File: config.mk
export PLATFORM = sky130hd
export DESIGN_NAME = clk_div_multi
export DESIGN_NICKNAME = d
export VERILOG_FILES = /design/src/rtl/clk_div_multi.sv
export SDC_FILE = /design/constraint.sdc
export NUM_CORES = 1
export LEC_CHECK = 0
export CAP_MARGIN = 25
export CORE_ASPECT_RATIO = 0.7
export CORE_MARGIN = 5
export CORE_UTILIZATION = 58
export CTS_CLUSTER_SIZE = 30
export DETAILED_ROUTE_END_ITERATION = 16
export PLACE_DENSITY = 0.78
export SLEW_MARGIN = 20
export SYNTH_ARGS = -nofsm -noshare
export SYNTH_HDL_FRONTEND = slang
export SYNTH_SLANG_ARGS = --single-unit
File: constraint.sdc
create_clock -name clock_in -period 4.8 [get_ports clock_in]
set_input_delay 0.48 -clock clock_in [delete_from_list [all_inputs] [get_ports clock_in]]
set_output_delay 0.48 -clock clock_in [all_outputs]
set_load 0.01 [all_outputs]
File: src/rtl/clk_div_multi.sv
// Multi-channel programmable clock divider with run-time divisor updates
// applied at period boundaries and a global phase-align pulse.
module clk_div_multi #(
    parameter  int          CHANNELS    = 4,
    parameter  int          DIV_W       = 32,
    parameter  int unsigned DEFAULT_DIV = 100_000_000,
    localparam int          CH_W        = (CHANNELS > 1) ? $clog2(CHANNELS) : 1
) (
    input  logic                clock_in,
    input  logic                reset,
    input  logic [CHANNELS-1:0] en,
    input  logic                sync,
    input  logic                wr_en,
    input  logic [CH_W-1:0]     wr_ch,
    input  logic [DIV_W-1:0]    wr_div,
    output logic [CHANNELS-1:0] clock_out,
    output logic [CHANNELS-1:0] tick,
    output logic [CHANNELS-1:0] pend
);

    localparam logic [DIV_W-1:0] RESET_DIV = DIV_W'(DEFAULT_DIV);

    // Number of cycles the divided clock stays high: ceil(d/2).
    function automatic logic [DIV_W-1:0] high_len(input logic [DIV_W-1:0] d);
        return d - (d >> 1);
    endfunction

    // Last count of the current period; only meaningful while d >= 1.
    function automatic logic [DIV_W-1:0] last_cnt(input logic [DIV_W-1:0] d);
        return d - DIV_W'(1);
    endfunction

    for (genvar c = 0; c < CHANNELS; c++) begin : g_ch
        logic [DIV_W-1:0] cnt_p1;
        logic [DIV_W-1:0] div_p1;
        logic [DIV_W-1:0] pdiv_p1;
        logic             pend_p1;
        logic             clk_p1;
        logic             tick_p1;

        logic             wr_hit;
        logic             stopped;
        logic             at_end;
        logic             boundary;

        always_comb begin
            wr_hit   = wr_en && (wr_ch == CH_W'(c));
            stopped  = !en[c] || (div_p1 == '0);
            at_end   = (cnt_p1 == last_cnt(div_p1));
            boundary = stopped || sync || at_end;
        end

        // The pending value is plain data: pend qualifies it.
        always_ff @(posedge clock_in) begin
            if (wr_hit) begin
                pdiv_p1 <= wr_div;
            end
        end

        // Apply uses the pending state from before this edge, so a write
        // landing on a boundary waits for the next one.
        always_ff @(posedge clock_in) begin
            if (reset) begin
                cnt_p1  <= '0;
                div_p1  <= RESET_DIV;
                pend_p1 <= 1'b0;
                clk_p1  <= 1'b0;
                tick_p1 <= 1'b0;
            end else begin
                if (pend_p1 && boundary) begin
                    div_p1  <= pdiv_p1;
                    pend_p1 <= 1'b0;
                end
                if (wr_hit) begin
                    pend_p1 <= 1'b1;
                end

                if (stopped) begin
                    cnt_p1  <= '0;
                    clk_p1  <= 1'b0;
                    tick_p1 <= 1'b0;
                end else begin
                    tick_p1 <= (cnt_p1 == '0);
                    clk_p1  <= (cnt_p1 < high_len(div_p1));
                    if (sync || at_end) begin
                        cnt_p1 <= '0;
                    end else begin
                        cnt_p1 <= cnt_p1 + DIV_W'(1);
                    end
                end
            end
        end

        assign clock_out[c] = clk_p1;
        assign tick[c]      = tick_p1;
        assign pend[c]      = pend_p1;
    end

endmodule
Yosys cells after proc, flatten, opt, wreduce, memory -nomap -nowiden. Index checks and enable logic that the tools add are counted.

Register bits after elaboration: 396. Input port bits: 42. Output and inout bits: 12. Word-level logic and storage cells: 104.

Add/sub/neg operators: 12. Magnitude comparators: 4. Equality and inequality tests: 7. Multiplexer cells: 8. Reduce and logical (&&, ||, !) cells: 49.

Operator list (count): $logic_not A32 Y1 (8); $add A32 B1 Y32 const B (4); $eq A32 B32 Y1 (4); $lt A32 B32 Y1 (4); $sub A32 B1 Y32 const B (4); $sub A32 B31 Y32 (4); $logic_or A1 B1 Y1 (16); $reduce_or A3 Y1 (4); $logic_and A1 B1 Y1 (8); $mux W1 (8); $reduce_bool A2 Y1 (4); $reduce_or A2 Y1 (4); $eq A2 B2 Y1 const B (2); $logic_not A1 Y1 (4); $eq A2 B1 Y1 const B (1); $logic_not A2 Y1 (1).

Logic depth before layout (Yosys ltp).
Depth after elaboration: 7. Depth in mapped cells: 25. Depth with buffers taken out: 25.

Least setup slack after synthesis. No wires, ideal clock.

Path type: flip-flop to flip-flop. Start: register g_ch[3].div_p1[1]. End: register g_ch[3].clk_p1. Setup time: 115 ps. Data arrival time: 4387 ps. Required time: 4685 ps. Slack: 299 ps. Stages on the path, launching flop included: 20. Path buffers: 0. Clock period less this slack: 4501 ps. Cells stage by stage: dfxtp_1 -> inv_1 -> ha_1 -> o21bai_1 -> a21oi_1 -> o31ai_1 -> and4_1 -> o211ai_1 -> a2111oi_0 -> o21ai_0 -> a21oi_1 -> nor4_1 -> a311oi_1 -> ha_1 -> a21o_1 -> a21o_1 -> a21oi_1 -> nand4b_1 -> a31o_2 -> a2111oi_0.

Cells in the longest elaborated chain, start to end: 3. Elaborated cells on any way between the ends: 5. Those cells by class: add/sub: 1; order compare: 1; reduce/logical: 3.

RTL lines: start: declaration (RTL line 35) `logic [DIV_W-1:0] div_p1;`; start signal: assignment (RTL line 71) `div_p1 <= pdiv_p1;`; branches (longest 3 deep; another with $sub A32 B31 Y32); end signal: assignment (RTL line 84) `clk_p1 <= (cnt_p1 < high_len(div_p1));`; end: declaration (RTL line 38) `logic clk_p1;`.

Parallel ways; which one is timed is not known. A chain may end at the register's enable or synchronous reset.

Worst setup path after layout.
Start: register g_ch[1].div_p1[0]. End: register g_ch[1].clk_p1.

Cells in the longest elaborated chain, start to end: 3. Elaborated cells on any way between the ends: 5. Those cells by class: add/sub: 1; order compare: 1; reduce/logical: 3.

RTL lines (RTL line): start: declaration (35); start signal: assignment (71); branches (longest 3 deep; another with $sub A32 B31 Y32); end signal: assignment (84); end: declaration (38).

Parallel ways; which one is timed is not known.

==> results.md <==
- Run status: completed
- DR iter-0 viols: 2263
- Area contributors post-synth: ha_1 (18%), dfxtp_1 (18%), edfxtp_1 (13%)
- Crit-path max FO: 3
- VDD IR max: 0.2147 mV
- Synth Instances: about 3500
- Reg power frac: between 40 and 50%
- Busiest grt layer: met1
- Clock power share: roughly two fifths
- Pwr Total: 8.144 mW
- Average wire per standard cell: 19.11 µm
- CP endpoint: g_ch[1].clk_p1$_SDFF_PP0_
- Die Y: 201.6 µm
- Detailed Route WL: 81.34 mm
- Layout cell share with drive strength beyond 1: 5.629%
- Combinational Power Share: 15.0%
- Top cells by count, synth: ha_1 (429), nor2_1 (408), nand2_1 (284)
- Dpl cells: 4179
- CTS H-tree lvls: 2
- Worst setup path category: flip-flop to flip-flop
- Layout net count: 4014
- Fill count: 4363
- Syn_nets: 3939
- Final min period: 4.579 ns
- Row cnt: 70
- Die area: 0.05720 mm²
- Detailed placement HPWL: ~63 mm
- Sink Count: 396
- Final setup viols: 0
- CTS hold repair buffers: 0
- Register area share after synthesis: a little under a third
- Initial core utilization: 58.47%
- EDFF count, synth: 128
- Net Switching: 2.177 mW
- Worst-path clk slew: 0.07 ns
- # DRC: 0
- Final core occ: 64.36%
- M1 GR Usage: 43.21%
- Vias per cell: 5.847
- Non-filler cells, final: 4257
- Pwr dens: roughly 240 mW/mm²
- Insertion delay to the later sink of the worst-skew pair: 0.59 ns
- Seq cells post-synth: slightly below 400
- Rel. slew slack: a little over two fifths
- Routed vias: 24889
- Synth Cell Area: 0.03042 mm²
- Global Route met3 Usage: roughly 5.8%
- Die width: 283.7 µm
- Switching share of power: 26.73%
- CP most frequent cell: inv_1
- Leak pwr: 13.80 nW
- Final Cycle Share: 95.40%
- Required @ worst endpoint: roughly 5.3 ns
- Critical path's slowest cell: fa_1
- CTS Root Cell: clkbuf_16
- CTS buffer count: 40
- Yosys warns: 0
- CTS tree: done
- Setup crit start: g_ch[1].div_p1[0]$_SDFFE_PP0P_
- Tightest Pin Transition: 0.8336 ns
- Arrival @ worst endpoint: 5.04 ns
- R2R depth: 20
- ANT nets after route: 0
- Critical-path cell list: inv_1, ha_1, inv_1, fa_1, nor2b_1, o21bai_1, a21oi_1, o211ai_1, a21oi_2, o41ai_2, o21bai_1, a211o_1, a211o_1, xnor2_1, ha_1, nand4_1, nor4_1, inv_1, nor4_1, nor3_1
- Initial antenna violation count: 1
- Library cells used by synthesis: between 80 and 90
- Drt pass-1 iters: 6
- Area Growth Syn to Fin: 10.08%
- Critical path endpoint category: flip-flop
- GRT Total Usage: ~27%
- Gr ovfl total: 0
- First-pass GRT wire length: 126.6 mm
- Launch point of the worst reg-to-reg path: g_ch[1].div_p1[0]$_SDFFE_PP0P_
- Hold Path Class: primary input to flip-flop
- Hold Slack: 0.4101 ns
- Port Buffers: 53
- Most common flop cell mapped by yosys: dfxtp_1
- Routability Congestion: 0.9895
- I/O Pins: 54
- Top-count cell post-synth: ha_1
- Deepest clock path buffer count: 3
- Fmax: 0.2184 GHz
- Setup TNS: 0 ns
- Startpoint types: flip-flop
- Reg-to-reg endpoint: g_ch[1].clk_p1$_SDFF_PP0_
- Met2 Use GR: 36.99%
- Post-Route Skew: 0.03335 ns
- Largest net degree at the start of global routing: 86
- Endpoints failing hold: 0
- Slew Viols, Final: 0
- Core footprint: 0.05202 mm²
- Pint: 5.967 mW
- Internal reg-to-reg setup slack: 0.22 ns
- Synth area leader: ha_1
- Max incr delay on CP: 0.39 ns
- Total of max-cap violations: 0
- Post-synth top area share: ~18%
- Async SR Flop Fraction: 0%
- Vias in the first global route: 22778
- Avg Inst Size Synth: 8.782 µm²
sequential cells by signal, summed over array words and instances (netlist names):
register,flops
g_ch.pdiv_p1,128
g_ch.pend_p1,4
g_ch.div_p1,128
g_ch.cnt_p1,128
g_ch.tick_p1,4
g_ch.clk_p1,4
power by group through the flow:
stage	clock [mW]	sequential, mW	combinational (mW)
finish	3.32	3.60	1.22
global route	3.52	3.61	1.34
CTS	3.39	3.60	1.18
detailed placement	0	3.67	1.17
global placement	0	3.67	1.15
floorplan	0	3.66	0.843
worst min path at each step:
stage | depth (start not counted) | startpoint | slack (ns) | to
2_1_floorplan | 2 | g_ch[0].pdiv_p1[13]$_DFFE_PP_ | 0.45 | g_ch[0].div_p1[13]$_SDFFE_PP1P_
3_3_place_gp | 2 | g_ch[0].pdiv_p1[18]$_DFFE_PP_ | 0.45 | g_ch[0].div_p1[18]$_SDFFE_PP1P_
3_5_place_dp | 2 | g_ch[0].pdiv_p1[26]$_DFFE_PP_ | 0.47 | g_ch[0].div_p1[26]$_SDFFE_PP1P_
4_1_cts | 3 | reset | 0.37 | g_ch[1].div_p1[26]$_SDFFE_PP1P_
5_1_grt | 3 | reset | 0.44 | g_ch[1].div_p1[21]$_SDFFE_PP1P_
6_report | 3 | reset | 0.41 | g_ch[1].div_p1[26]$_SDFFE_PP1P_
layer usage:
metal  part of all wire [%]  routed length (µm)
met5                      0                   0
met4                    2.7                2231
met3                     10                8143
met2                     38               31000
met1                     49               39970
per-stage QoR:
stage	worst slack (ns)	instance area, µm²
global placement	0.1969	31950
detailed placement	0.02261	31950
finish	0.2208	33480
global route	-0.05707	33480
CTS	0.02260	33320
floorplan	0.2987	30420
placed cells by master, fill, tap and decap left out, types with 92 or more instances in the layout:
master / n
ha_1: 429
nor2_1: 407
nand2_1: 283
inv_1: 274
dfxtp_1: 267
xnor2_1: 252
xor2_1: 169
a21oi_1: 137
edfxtp_1: 128
mux2i_1: 126
nand3_1: 92
area by class of cell:
| class | instances | area [µm²] | area share [%] |
|---|---|---|---|
| clock buffers | 50 | 1090 | 3.255 |
| multi-input cells | 2702 | 19920 | 59.49 |
| well taps | 684 | 855.8 | 2.556 |
| repair buffers | 124 | 1086 | 3.243 |
| inverters | 275 | 1035 | 3.090 |
| clock inverters | 24 | 284.0 | 0.8482 |
| diodes | 2 | 5.005 | 0.01495 |
| flip-flops and latches | 396 | 9210 | 27.51 |
critical path, delay by kind of cell (launching register included):
family                   cells  cell delay (ns)
AO/OA/AOI/OAI                8             1.93
AND/OR/NAND/NOR              5             0.93
adder cells (fa/ha/maj)      3             0.88
flip-flops                   1             0.31
buffers and inverters        3             0.26
XOR/XNOR                     1             0.15
logic make-up after synthesis:
group / Yosys count / synth area share (%)
AOI/OAI and AO/OA: 536 / 11.98
xor gates and xnor gates: 421 / 12.12
adders and majority gates: 433 / 17.91
buffers and inverters: 366 / 4.821
DFF: 396 / 30.27
muxes: 130 / 4.294
and+or+nand+nor: 1182 / 18.60
timing repair:
| item | in CTS | in global routing |
|---|---|---|
| endpoints found under the hold margin | 0 | 0 |
| setup buffers | 0 | 2 |
| endpoints found under the setup margin | 0 | 4 |
| resized for setup | 0 | 35 |
Power figures use the tool's default switching activity.
